### config.mk
export PLATFORM = sky130hd
export DESIGN_NAME = pipelined_mac_multiplier
export DESIGN_NICKNAME = d
export VERILOG_FILES = /design/src/rtl/pipelined_mac_multiplier.sv
export SDC_FILE = /design/constraint.sdc
export NUM_CORES = 1
export LEC_CHECK = 0
export ABC_AREA = 0
export CELL_PAD_IN_SITES_DETAIL_PLACEMENT = 1
export CELL_PAD_IN_SITES_GLOBAL_PLACEMENT = 2
export CORE_AREA = 2 2 153 155
export DETAILED_ROUTE_END_ITERATION = 16
export DIE_AREA = 0 0 155 157
export GPL_TIMING_DRIVEN = 0
export PLACE_DENSITY_LB_ADDON = 0.08
export SLEW_MARGIN = 10
export SYNTH_ARGS = -nofsm -noshare
export SYNTH_HDL_FRONTEND = slang
export SYNTH_SLANG_ARGS = --single-unit
export TNS_END_PERCENT = 20
### constraint.sdc
create_clock -name clk -period 11.95 [get_ports clk]
set_clock_uncertainty 0.15 [all_clocks]
set_input_delay 1.7925 -clock clk [delete_from_list [all_inputs] [get_ports clk]]
set_output_delay 1.7925 -clock clk [all_outputs]
set_load 0.05 [all_outputs]
### src/rtl/pipelined_mac_multiplier.sv
// Purpose: pipelined signed/unsigned A_W x B_W multiplier with an optional accumulate on each delivered product.
// Latency: LATENCY cycles from accept to out_valid when downstream never stalls.
// Backpressure: global stall; every stage holds while out_valid & ~out_ready, and in_ready drops.
module pipelined_mac_multiplier #(
    parameter int A_W     = 8,
    parameter int B_W     = 8,
    parameter int LATENCY = 3,
    parameter int ACC_W   = 32
) (
    input  logic                 clk,
    input  logic                 reset_n,
    input  logic                 in_valid,
    output logic                 in_ready,
    input  logic [A_W-1:0]       a,
    input  logic [B_W-1:0]       b,
    input  logic                 is_signed,
    input  logic                 acc_en,
    input  logic                 acc_clr,
    output logic                 out_valid,
    input  logic                 out_ready,
    output logic [A_W+B_W-1:0]   product,
    output logic [ACC_W-1:0]     acc,
    output logic                 acc_ovf
);

    localparam int P_W = A_W + B_W;

    logic               advance;

    logic               s0_vld;
    logic               s0_sgn;
    logic               s0_en;
    logic               s0_clr;
    logic [A_W-1:0]     s0_a;
    logic [B_W-1:0]     s0_b;

    logic [LATENCY-1:1] vld;
    logic [LATENCY-1:1] sgn;
    logic [LATENCY-1:1] en;
    logic [LATENCY-1:1] clr;
    logic [P_W-1:0]     prod_q [1:LATENCY-1];

    logic [P_W-1:0]     a_ext;
    logic [P_W-1:0]     b_ext;
    logic [P_W-1:0]     mul_res;

    logic               xfer;
    logic               sgn_out;
    logic               en_out;
    logic               clr_out;
    logic [ACC_W-1:0]   acc_base;
    logic [ACC_W-1:0]   add_ext;
    logic [ACC_W:0]     sum;
    logic               add_ovf;

    assign out_valid = vld[LATENCY-1];
    assign product   = prod_q[LATENCY-1];
    assign advance   = out_ready | ~out_valid;
    assign in_ready  = advance;

    assign sgn_out   = sgn[LATENCY-1];
    assign en_out    = en[LATENCY-1];
    assign clr_out   = clr[LATENCY-1];
    assign xfer      = out_valid & out_ready;

    // Widening both operands to the full product width makes one modulo-2^P_W
    // multiply exact for both two's complement and unsigned beats.
    always_comb begin
        a_ext   = s0_sgn ? {{B_W{s0_a[A_W-1]}}, s0_a} : {{B_W{1'b0}}, s0_a};
        b_ext   = s0_sgn ? {{A_W{s0_b[B_W-1]}}, s0_b} : {{A_W{1'b0}}, s0_b};
        mul_res = a_ext * b_ext;
    end

    always_ff @(posedge clk or negedge reset_n) begin
        if (!reset_n) begin
            s0_vld <= 1'b0;
            s0_sgn <= 1'b0;
            s0_en  <= 1'b0;
            s0_clr <= 1'b0;
            s0_a   <= '0;
            s0_b   <= '0;
            vld    <= '0;
            sgn    <= '0;
            en     <= '0;
            clr    <= '0;
            for (int i = 1; i < LATENCY; i++) begin
                prod_q[i] <= '0;
            end
        end else if (advance) begin
            s0_vld    <= in_valid;
            s0_sgn    <= is_signed;
            s0_en     <= acc_en;
            s0_clr    <= acc_clr;
            s0_a      <= a;
            s0_b      <= b;
            vld[1]    <= s0_vld;
            sgn[1]    <= s0_sgn;
            en[1]     <= s0_en;
            clr[1]    <= s0_clr;
            prod_q[1] <= mul_res;
            for (int i = 2; i < LATENCY; i++) begin
                vld[i]    <= vld[i-1];
                sgn[i]    <= sgn[i-1];
                en[i]     <= en[i-1];
                clr[i]    <= clr[i-1];
                prod_q[i] <= prod_q[i-1];
            end
        end
    end

    // Overflow is judged against the post-clear base so a clearing beat starts fresh.
    always_comb begin
        acc_base            = clr_out ? '0 : acc;
        add_ext             = {ACC_W{sgn_out & product[P_W-1]}};
        add_ext[P_W-1:0]    = product;
        sum                 = {1'b0, acc_base} + {1'b0, add_ext};
        if (sgn_out) begin
            add_ovf = (acc_base[ACC_W-1] == add_ext[ACC_W-1]) &&
                      (sum[ACC_W-1] != acc_base[ACC_W-1]);
        end else begin
            add_ovf = sum[ACC_W];
        end
    end

    always_ff @(posedge clk or negedge reset_n) begin
        if (!reset_n) begin
            acc     <= '0;
            acc_ovf <= 1'b0;
        end else if (xfer) begin
            if (en_out) begin
                acc     <= sum[ACC_W-1:0];
                acc_ovf <= (acc_ovf & ~clr_out) | add_ovf;
            end else if (clr_out) begin
                acc     <= '0;
                acc_ovf <= 1'b0;
            end
        end
    end

endmodule
==> run metrics, run 1 <==
outcome=finished clean; HP Class=flop to flop; Post-CTS Resized=0; Synth Flop Type=dfrtp_1; commonest non-fill, non-tap cells in the layout=nand2_1, inv_1, dfrtp_1, ha_1, fa_1; ANT cells=0; syn_area_per_cell=8.70 µm²; Initial Util=39.9%; Mapped Nets=1211; GRT Util Overall=21.7%; mapped cell area=8970 µm²; Fillers=2661; Post-synth EDFFs=0; final critical-path required period=6.86 ns; # DRC=0; Row Count=55; Synth area leaders=dfrtp_1, fa_1, ha_1; asr flop ratio synth=100%; IO Pins=74; Clock H-tree levels=3; # hold bufs at CTS=0; critical path cell sequence=clkbuf_1, and3_1, fa_1, inv_1, fa_1, fa_1, fa_1, fa_1, fa_1, inv_1, ha_1, and2_1, o21ai_0, o31ai_1, o41ai_1, xnor2_1, o21ai_1; WP buf/inv=3; period utilization=57.4%; crit path DAT=6.94 ns; Max-slew headroom=approximately two fifths; first-pass GRT wire length=41500 µm; vias in the first global route=7869; NumNets Final=1296; Clock Latency Late Sink=0.35 ns; Final Max Tran Viols=0; Worst EP required=12.02 ns; worst reg2reg startpoint=s0_sgn; via count=7280; slowest cell on the critical path=o41ai_1; hold path startpoint=prod_q[19]; Yosys cell types=63; WL final=24900 µm; Crit Path Class=flop to flop; post-CTS setup repair buffer count=0; Initial DRC Count=roughly 230; Worst Setup SP=s0_sgn; Routed WL per cell=17.7 µm; Yosys Warn Count=0; setup violators final=0; Die X=155 µm; fmax=146 MHz; Placeable Area=22500 µm²; Setup crit end kind=flop; Worst-Margin Slew=0.884 ns; register area share after synthesis=about 26%; most common cell after layout, fill and taps aside=nand2_1; Vias/cell=5.18; share of the synthesized area in the top cell type=between 20% and 30%; CTS Sinks=93; Detail Placement HPWL=between 15000 and 20000 µm; port bufs=73; die area=24300 µm²; Synth area leader=dfrtp_1; CP most frequent cell=fa_1; clock slew at reported path FFs=around 0.080 ns; Placer Congestion=around 0.81; antenna viol nets, final=0; layout cells sized above 1=3.66%; clock root cell=clkbuf_16; CP max stage delay=approximately 0.75 ns; Seq cells post-synth=93; Synth Instances=between 1000 and 1500; drt first pass iters=5; CTS buffer count=9; Worst setup SP type=flop; clk buf depth=2; RSZ-0062 raised after global routing=no; grt ovf=0; Fin. Hold Viols=0; TNS Setup=0 ns; Layout area overhead=16.0%; Max-Cap Viols=0; CP delay by family, top=adder cells; largest net degree at the start of global routing=82; initial antenna violation count=0; Die H=157 µm; CTS tree=yes; CP Max Fanout=10
[metal layers]
layer	track usage (%)	wire length, µm
met1	28.0	11300
met2	38.9	12700
met3	2.09	459
met4	5.73	519
met5	0	0
[registers in the layout (all words and copies together) (netlist names)]
name,cells
acc,32
sgn,2
acc_ovf,1
prod_q,16
product,16
s0_sgn,1
s0_b,8
vld,2
s0_vld,1
s0_en,1
clr,2
s0_a,8
en,2
s0_clr,1
[kinds of logic (layout without fill, tap and decap cells)]
kind of cell / Yosys count / in the layout / share of synthesized area, %
flops: 93 / 93 / 25.9
mux: 2 / 2 / 0.223
buf+inv: 172 / 262 / 7.86
simple gates: 375 / 375 / 19.3
fa+ha+maj: 157 / 157 / 28.0
xor+xnor: 48 / 48 / 4.68
compound gates: 184 / 184 / 14.0
[cell usage after synthesis (5+ instances only)]
| cell type | n |
|---|---|
| ha_1 | 84 |
| nor2b_1 | 36 |
| o21ai_0 | 36 |
| nand2b_1 | 6 |
| nor2_1 | 34 |
| a31oi_1 | 5 |
| nand2_1 | 202 |
| o21ai_1 | 8 |
| and2_1 | 49 |
| buf_4 | 16 |
| or3_1 | 6 |
| xor2_1 | 15 |
| clkbuf_1 | 39 |
| fa_1 | 73 |
| dfrtp_1 | 93 |
| nor3_1 | 6 |
| o21a_1 | 11 |
| and3_1 | 12 |
| inv_1 | 115 |
| xnor2_1 | 33 |
| a211o_1 | 7 |
| nand3_1 | 17 |
| a21o_1 | 21 |
| a21oi_1 | 41 |
| o21bai_1 | 5 |
[path summary, 6_finish.rpt]
check,to,slack [ns],depth (start not counted)
setup / recovery,prod_q[31],5.09,17
hold / removal,prod_q[19],0.32,2
setup reg to reg,prod_q[31],5.09,17
hold reg to reg,prod_q[19],0.32,2
max in group asynchronous,acc[12],9.87,2
min in group asynchronous,prod_q[25],1.12,1
[area by class of cell]
class	instances	area, µm²	area share, %
multi-input cells	766	5940	57.1
flip-flops and latches	93	2330	22.4
repair buffers	74	759	7.29
inverters	116	435	4.18
well taps	285	357	3.42
plain buffers	56	270	2.60
clock buffers	10	229	2.20
clock inverters	6	93.8	0.901
[metrics by stage]
step                      std cells  setup WS, ns  util, %  area [µm²]  hold slack, ns
final                          1406          5.09     46.3       10400           0.323
after detailed placement       1390          5.02     44.8       10100           0.311
after CTS                      1406          4.99     46.3       10400           0.328
after global routing           1406          4.73     46.3       10400           0.348
after global placement         1389          4.85     44.7       10100           0.293
after floorplan                1031          6.28        -        8970           0.280
[worst register-to-register path, cell delays in order (launching register included)]
cell and delay, ns:
dfrtp_1 0.51, clkbuf_1 0.41, and3_1 0.36, fa_1 0.51, inv_1 0.25, fa_1 0.51
fa_1 0.54, fa_1 0.48, fa_1 0.55, fa_1 0.57, inv_1 0.05, ha_1 0.36
and2_1 0.19, o21ai_0 0.14, o31ai_1 0.13, o41ai_1 0.75, xnor2_1 0.22, o21ai_1 0.07
Power of run 1 is not shown: default switching activity piles up to over one toggle a cycle in this logic, so the estimate is an artifact.
==> run 2, diff against run 1 <==
--- a/config.mk
+++ b/config.mk
@@ -8,9 +8,9 @@
 export ABC_AREA = 0
 export CELL_PAD_IN_SITES_DETAIL_PLACEMENT = 1
 export CELL_PAD_IN_SITES_GLOBAL_PLACEMENT = 2
-export CORE_AREA = 2 2 153 155
+export CORE_AREA = 2 2 168 170
 export DETAILED_ROUTE_END_ITERATION = 16
-export DIE_AREA = 0 0 155 157
+export DIE_AREA = 0 0 170 172
 export GPL_TIMING_DRIVEN = 0
 export PLACE_DENSITY_LB_ADDON = 0.08
 export SLEW_MARGIN = 10
==> constraint.sdc (replaced) <==
create_clock -name clk -period 5.5 [get_ports clk]
set_clock_uncertainty 0.15 [all_clocks]
set_input_delay 0.825 -clock clk [delete_from_list [all_inputs] [get_ports clk]]
set_output_delay 0.825 -clock clk [all_outputs]
set_load 0.05 [all_outputs]
==> run 2 against run 1 <==
The run now ends with negative setup slack left; count of clock-buffer cells in the layout decreased by 1; non-clock buffer count up 6; global-route usage down 2.9 points; final area is 4.4% higher; fmax is 23% higher; critical path depth stayed put; wire length rose by 3.7%.
==> run metrics, run 2 (same netlist as run 1, synthesis figures left out) <==
worst reg2reg startpoint=s0_a[7] (was s0_sgn); # DRC=0 (unchanged); Initial DRC Count=312 (was 229); commonest non-fill, non-tap cells in the layout=nand2_1, inv_1, dfrtp_1, ha_1, clkdlybuf4s50_1 (was nand2_1, inv_1, dfrtp_1, ha_1, fa_1); r2r setup slk=-0.07 ns (was 5.09 ns); setup violators final=4 (was 0); slack of the critical path=-0.0697 ns (was 5.09 ns); initial antenna violation count=0 (unchanged); Die X=170 µm (was 155 µm); most common cell after layout, fill and taps aside=nand2_1 (unchanged); Row Count=61 (was 55); failing checks=negative setup slack; ANT cells=0 (unchanged); period utilization=101% (was 57.4%); GRT Util Overall=18.8% (was 21.7%); Initial Util=32.7% (was 39.9%); Largest register FFs=32 (unchanged); Worst-Margin Slew=0.902 ns (was 0.884 ns); Max-slew headroom=39.9% (was 40.3%); via count=7246 (was 7280); Worst EP required=5.58 ns (was 12.02 ns); Crit Path Class=flop to flop (unchanged); Worst Setup SP=s0_a[7] (was s0_sgn); crit path DAT=5.65 ns (was 6.94 ns); Setup crit end kind=flop (unchanged); layout cells sized above 1=9.58% (was 3.66%); Worst setup SP type=flop (unchanged); fmax=180 MHz (was 146 MHz); CTS Sinks=93 (unchanged); drt first pass iters=4 (was 5); wl on met1=12000 µm (was 11300 µm); Reg2Reg Depth=17 (unchanged); grt ovf=0 (unchanged); Routed WL per cell=17.6 µm (was 17.7 µm); WL final=25900 µm (was 24900 µm); vias in the first global route=7683 (was 7869); CTS tree=yes (unchanged); clock slew at reported path FFs=0.08 ns (about the same); Top Metal Used=met4 (unchanged); Detail Route met2 WL=13100 µm (was 12700 µm); Final Max Tran Viols=0 (unchanged); outcome=complete, but fails checks (was finished clean); IO Pins=74 (unchanged); TNS Setup=-0.211 ns (was 0 ns); largest net degree at the start of global routing=52 (was 82); antenna viol nets, final=0 (unchanged); Layout area overhead=21.1% (was 16.0%); Die H=172 µm (was 157 µm); Design Area, Final=10900 µm² (was 10400 µm²); HP Class=primary input to asynchronous set/reset pin (was flop to flop); RSZ-0062 raised after global routing=yes (was no); Max-Cap Viols=0 (unchanged); Fin. Hold Viols=0 (unchanged); Clock H-tree levels=3 (unchanged); CTS buffer count=9 (unchanged); clk buf depth=2 (unchanged); final critical-path required period=5.57 ns (was 6.86 ns); FF-to-FF End=prod_q[31] (unchanged); NumNets Final=1302 (was 1296); Placed Area=10200 µm² (was 10100 µm²); Most flops, register=acc (unchanged); clock root cell=clkbuf_16 (unchanged); Vias/cell=4.92 (was 5.18); Placeable Area=27500 µm² (was 22500 µm²); port bufs=73 (unchanged); Detail Placement HPWL=20400 µm (was 20000 µm); Fillers=3238 (was 2661); first-pass GRT wire length=42300 µm (was 41500 µm); Placer Congestion=0.764 (was 0.811); met3 routed WL=470 µm (was 459 µm); CP Max Fanout=4 (was 10); die area=29200 µm² (was 24300 µm²); Clock Latency Late Sink=0.36 ns (was 0.35 ns); final hold slack=0.226 ns (was 0.323 ns)
==> run 2: changes by cell type in the layout (fill, tap and decap cells not counted), moves of 5 or more <==
cell / previous run / this run
dfrtp_2: 0 / 10
dfrtp_1: 93 / 83
xnor2_2: 0 / 5
inv_1: 115 / 109
clkbuf_1: 40 / 28
inv_2: 0 / 5
ha_1: 84 / 78
xnor2_1: 33 / 28
buf_4: 16 / 28
==> run 2: area by class of cell <==
cell class,count,area (µm²),share of cell area [%]
multi-input combinational,766,6180,56.9
sequential,93,2340,21.5
timing repair buffer,84,847,7.79
inverter,116,438,4.03
tap,346,433,3.98
buffer,52,289,2.66
clock buffer,9,225,2.07
clock inverter,7,114,1.05
==> run 2: routing by layer <==
metal	track usage (%)	up-vias
met2	33.6	65
li1	-	3539
met5	0	-
met4	3.98	0
met1	24.8	3628
met3	1.49	14
==> run 2: critical path, stage by stage, from the launching register on <==
cell and delay, ns:
dfrtp_2 0.44, buf_12 0.13, and3_4 0.17, fa_2 0.61, inv_4 0.07, fa_1 0.53
fa_1 0.43, fa_1 0.54, fa_1 0.46, fa_1 0.53, inv_2 0.05, ha_4 0.23
and2_4 0.16, o21ai_4 0.16, o31ai_4 0.11, o41ai_4 0.40, xnor2_2 0.18, o21ai_1 0.10
==> run 2: repair_timing <==
item                       in CTS  in global routing
setup buffers                  10                  0
hold buffers                    0                  0
setup endpoints to repair       6                  5
resized for setup              50                 26
pin swaps                      27                 23
==> run 2: how the worst max path moves through the flow <==
stage,to
6_report,prod_q[31]
5_1_grt,prod_q[31]
4_1_cts,prod_q[31]
3_5_place_dp,prod_q[31]
3_3_place_gp,prod_q[31]
2_1_floorplan,prod_q[28]
==> run 2: metrics by stage <==
step	util, %	instances	setup WS, ns
after global routing	39.6	1473	-0.263
final	39.6	1473	-0.0697
after global placement	36.9	1450	-0.975
after floorplan	-	1031	0.0533
after CTS	39.3	1473	-0.218
after detailed placement	37.0	1451	-0.977
Power of run 2 is left out for the same reason.
==> run 3, diff against run 2 <==
--- a/config.mk
+++ b/config.mk
@@ -6,6 +6,7 @@
 export NUM_CORES = 1
 export LEC_CHECK = 0
 export ABC_AREA = 0
+export CAP_MARGIN = 20
 export CELL_PAD_IN_SITES_DETAIL_PLACEMENT = 1
 export CELL_PAD_IN_SITES_GLOBAL_PLACEMENT = 2
 export CORE_AREA = 2 2 168 170
==> results of run 3 <==
No change in the layout: final DEF, timing and power equal those of run 2.
Power of run 3 is left out for the same reason.
==> RTL edit 1, RTL diff (config.mk and constraints of run 3) <==
The parameter `LATENCY` goes from 3 to 5.
--- a/src/rtl/pipelined_mac_multiplier.sv
+++ b/src/rtl/pipelined_mac_multiplier.sv
@@ -5,5 +5,5 @@
     parameter int A_W     = 8,
     parameter int B_W     = 8,
-    parameter int LATENCY = 3,
+    parameter int LATENCY = 5,
     parameter int ACC_W   = 32
 ) (
Behaviour: not the same (Yosys sat finds a counterexample within 4 cycles, from zero or initial values and one cycle with reset_n low).
==> RTL edit 1 against run 3 <==
The run still ends with setup timing left. Via count grew 2.7%. Sequential cell count grew 40. Synthesized cell count shrank 2.5%. Area after synthesis grew 15%. Design area grew 14%. Die area is the same. Count of clock-buffer cells in the layout grew 13. Maximum frequency shrank 1.1%. Worst setup slack lost 0.060 ns. Final cell count shrank 0.61%. Routed wire length grew 0.32%. Critical endpoint is now prod_q[63].
Power is not shown: default switching activity piles up to over one toggle a cycle in this logic, so the estimate is an artifact.
==> RTL edit 1: results (changes against run 3) <==
status complete, but fails checks (unchanged); failing checks setup timing (unchanged); Synth top cells by count dfrtp_1 (133), inv_1 (112), mux2_2 (88) (was nand2_1 (202), inv_1 (115), dfrtp_1 (93)); setup slack, reg-to-reg -0.13 ns (was -0.07 ns); met1 usage 0.248 (about the same); sequential share of cell area 0.268 (was 0.215); largest net degree at the start of global routing 96 (was 52); Final GP Congestion 0.784 (was 0.764); non-clk buf share 0.0907 (was 0.105); Synth cell types 58 (was 63); post-place setup slack -0.507 ns (was -0.977 ns); Clock-cell share 0.0497 (was 0.0312); met3 usage 0.0206 (was 0.0149); Biggest register prod_q (was acc); CP max-delay cell fa_1 (was fa_2); CTS Buf Count 17 (was 9); CTS resizes 28 (was 50); Hold Worst Slack 0.124 ns (was 0.226 ns); share of cells above drive strength 1 0.173 (was 0.0958); Syn Nets 1185 (was 1211); fraction of area in multi-input gates 0.523 (was 0.569); clock buffers 22 (was 9); Post-Synth XOR/XNOR Area 0.0407 (was 0.0468); post-DP HPWL 19900 µm (was 20400 µm); via count 7442 (was 7246); crit-path max FO 4 (unchanged); setup_tns -0.185 ns (was -0.211 ns); Signal inverters 113 (was 116); post-synthesis sequential area ratio 0.322 (was 0.259); CTS H-tree lvls 4 (was 3); Post-CTS Setup Bufs 9 (was 10); bufs w/o clock 133 (was 136); seq_cells 133 (was 93); largest cells by area after synthesis dfrtp_1 (32%), fa_1 (14%), ha_1 (10%) (was dfrtp_1 (26%), fa_1 (16%), ha_1 (12%)); first-pass GRT wire length 43400 µm (was 42300 µm); vias in the first global route 8021 (was 7683); met2 Use GR 0.343 (was 0.336); routed len/inst 17.7 µm (was 17.6 µm); DR iter-0 viols 279 (was 312); hold crit path type in -> async (unchanged); slew margin rel. 0.422 (was 0.399); GRT Total Usage 0.190 (was 0.188); compound-gate portion of the synthesized area 0.105 (was 0.140); Final nets 1285 (was 1302); setup ws final -0.130 ns (was -0.0697 ns); mux cell area share after synthesis 0.0978 (was 0.00223); Largest register FFs 48 (was 32); Post-Synth Adder-Cell Area 0.243 (was 0.280); endpoints failing setup 2 (was 4); multi-input gates 707 (was 766); fill count 3009 (was 3238); worst skew pair latency 0.42 ns (was 0.36 ns)
==> RTL edit 1: cell count changes in the layout (fill, tap and decap cells not counted), moves of 7 or more <==
cell / before / now
nand2_1: 202 / 64
mux2_2: 0 / 87
dfrtp_1: 83 / 129
a21o_1: 21 / 11
clkbuf_16: 9 / 18
o21ai_0: 34 / 27
o21ai_1: 8 / 15
==> RTL edit 1: routing by layer <==
layer,up-vias,wire [µm]
met5,-,0
met4,0,276
met3,23,458
met2,66,13200
met1,3782,12000
li1,3571,-
==> RTL edit 1: metrics by stage <==
step                      cells  area, µm²
after floorplan            1005      10400
after global placement     1424      11500
after detailed placement   1425      11600
after CTS                  1464      12400
after global routing       1464      12400
final                      1464      12400
==> RTL edit 1: worst paths after layout <==
check,from,to,depth (start not counted)
worst min register to register,vld[3],vld[4],1
worst max-delay path,s0_sgn,prod_q[63],17
worst max register to register,s0_sgn,prod_q[63],17
min in group clk,vld[3],vld[4],1
max in group asynchronous,reset_n,s0_a[5],2
worst min-delay path,reset_n,acc[7],1
==> RTL edit 2, RTL diff (flow settings as in run 3) <==
Made on the original files. Reset style: synchronous (`reset_n`), changed in 2 clocked blocks.
--- a/src/rtl/pipelined_mac_multiplier.sv
+++ b/src/rtl/pipelined_mac_multiplier.sv
@@ -72,5 +72,5 @@
     end
 
-    always_ff @(posedge clk or negedge reset_n) begin
+    always_ff @(posedge clk) begin
         if (!reset_n) begin
             s0_vld <= 1'b0;
@@ -123,5 +123,5 @@
     end
 
-    always_ff @(posedge clk or negedge reset_n) begin
+    always_ff @(posedge clk) begin
         if (!reset_n) begin
             acc     <= '0;
Function: changed (a bounded check fails within 4 cycles, from zero or initial values and one cycle with reset_n low; the reset may be asserted at any time).
==> RTL edit 2 against run 3 <==
The flow still finishes with violations (setup timing). Area after synthesis is 3.8% lower. Design area decreased by 3.5%. Worst setup slack lost 0.034 ns. Sequential cell count is the same. Worst hold slack improved by 0.087 ns. Routed wire length fell by 6.8%. Global-route usage is 1.3 points lower. Largest cell class unchanged.
Power is left out: it rests on default switching activity, and per cell area and clock period it moved more than threefold.
==> RTL edit 2: results (changes against run 3) <==
ys flop type dfxtp_1 (was dfrtp_1); largest cells by area after synthesis fa_1 (17%), dfxtp_1 (14%), ha_1 (12%) (was dfrtp_1 (26%), fa_1 (16%), ha_1 (12%)); Synth top cells by count inv_1 (113), nand2_1 (110), ha_1 (84) (was nand2_1 (202), inv_1 (115), dfrtp_1 (93)); hold crit path type reg -> reg (was in -> async); GRT Total Usage 0.175 (was 0.188); failing checks setup timing (unchanged); bufs w/o clock 119 (was 136); setup ws final -0.103 ns (was -0.0697 ns); fill count 3153 (was 3238); clock buffers 10 (was 9); Signal inverters 113 (was 116); status complete, but fails checks (unchanged); fraction of registers with async set/reset 0 (was 1.00); largest net degree at the start of global routing 20 (was 52); non-clk buf share 0.0999 (was 0.105); Final GP Congestion 0.793 (was 0.764); share of cells above drive strength 1 0.0852 (was 0.0958); Syn Nets 1140 (was 1211); endpoints failing setup 1 (was 4); number of flops mapped to enable cells by yosys 32 (was 0); post-synthesis sequential area ratio 0.253 (was 0.259); vias in the first global route 7169 (was 7683); cell count after synthesis 960 (was 1031); DR iter-0 viols 234 (was 312); final wirelength 24100 µm (was 25900 µm); crit-path max FO 10 (was 4); Synth cell types 56 (was 63)
RTL edit 2: cell count changes in the layout (fill, tap and decap cells not counted), sizes merged, moves of 21 or more:
cell,run 3,this run
dfxtp,0,61
dfrtp,93,0
and3,12,33
a21boi,1,29
edfxtp,0,32
nand2,202,110
RTL edit 2: layer usage:
metal	GRT usage	vias up	wire length, µm
met4	0.0323	0	173
met2	0.313	61	12000
met5	0	-	0
met1	0.230	3305	11500
li1	-	3366	-
met3	0.0181	10	404
RTL edit 2: worst paths after layout:
path,start,slack (ns),end
setup / recovery,s0_sgn,-0.10,prod_q[1][15]
hold / removal,vld[1],0.31,vld[1]
setup reg to reg,s0_sgn,-0.10,prod_q[1][15]
hold reg to reg,vld[1],0.31,vld[1]
RTL edit 2: kinds of logic after synthesis:
group	Yosys count	synth area share
and+or+nand+nor	320	0.186
AOI/OAI and AO/OA	177	0.142
adders and majority gates	157	0.291
buffers and inverters	152	0.0661
DFF	93	0.253
xor gates and xnor gates	59	0.0599
muxes	2	0.00232
RTL edit 2: metrics by stage:
step	area [µm²]	setup WS, ns	utilization
final	10500	-0.103	0.382
after global routing	10500	-0.297	0.382
after CTS	10400	-0.135	0.378
after detailed placement	9810	-0.767	0.357
after global placement	9800	-0.809	0.357
after floorplan	8630	0.0431	-
RTL edit 2: critical path, stage by stage (launching register included):
cell       delay (ns)
dfxtp_4          0.36
clkbuf_16        0.16
and3_4           0.19
fa_2             0.61
inv_4            0.06
fa_1             0.48
fa_1             0.54
fa_1             0.45
fa_1             0.51
fa_1             0.55
inv_1            0.07
ha_4             0.25
o21a_1           0.16
o31a_1           0.14
o41ai_4          0.41
xnor2_2          0.19
nor2_1           0.06
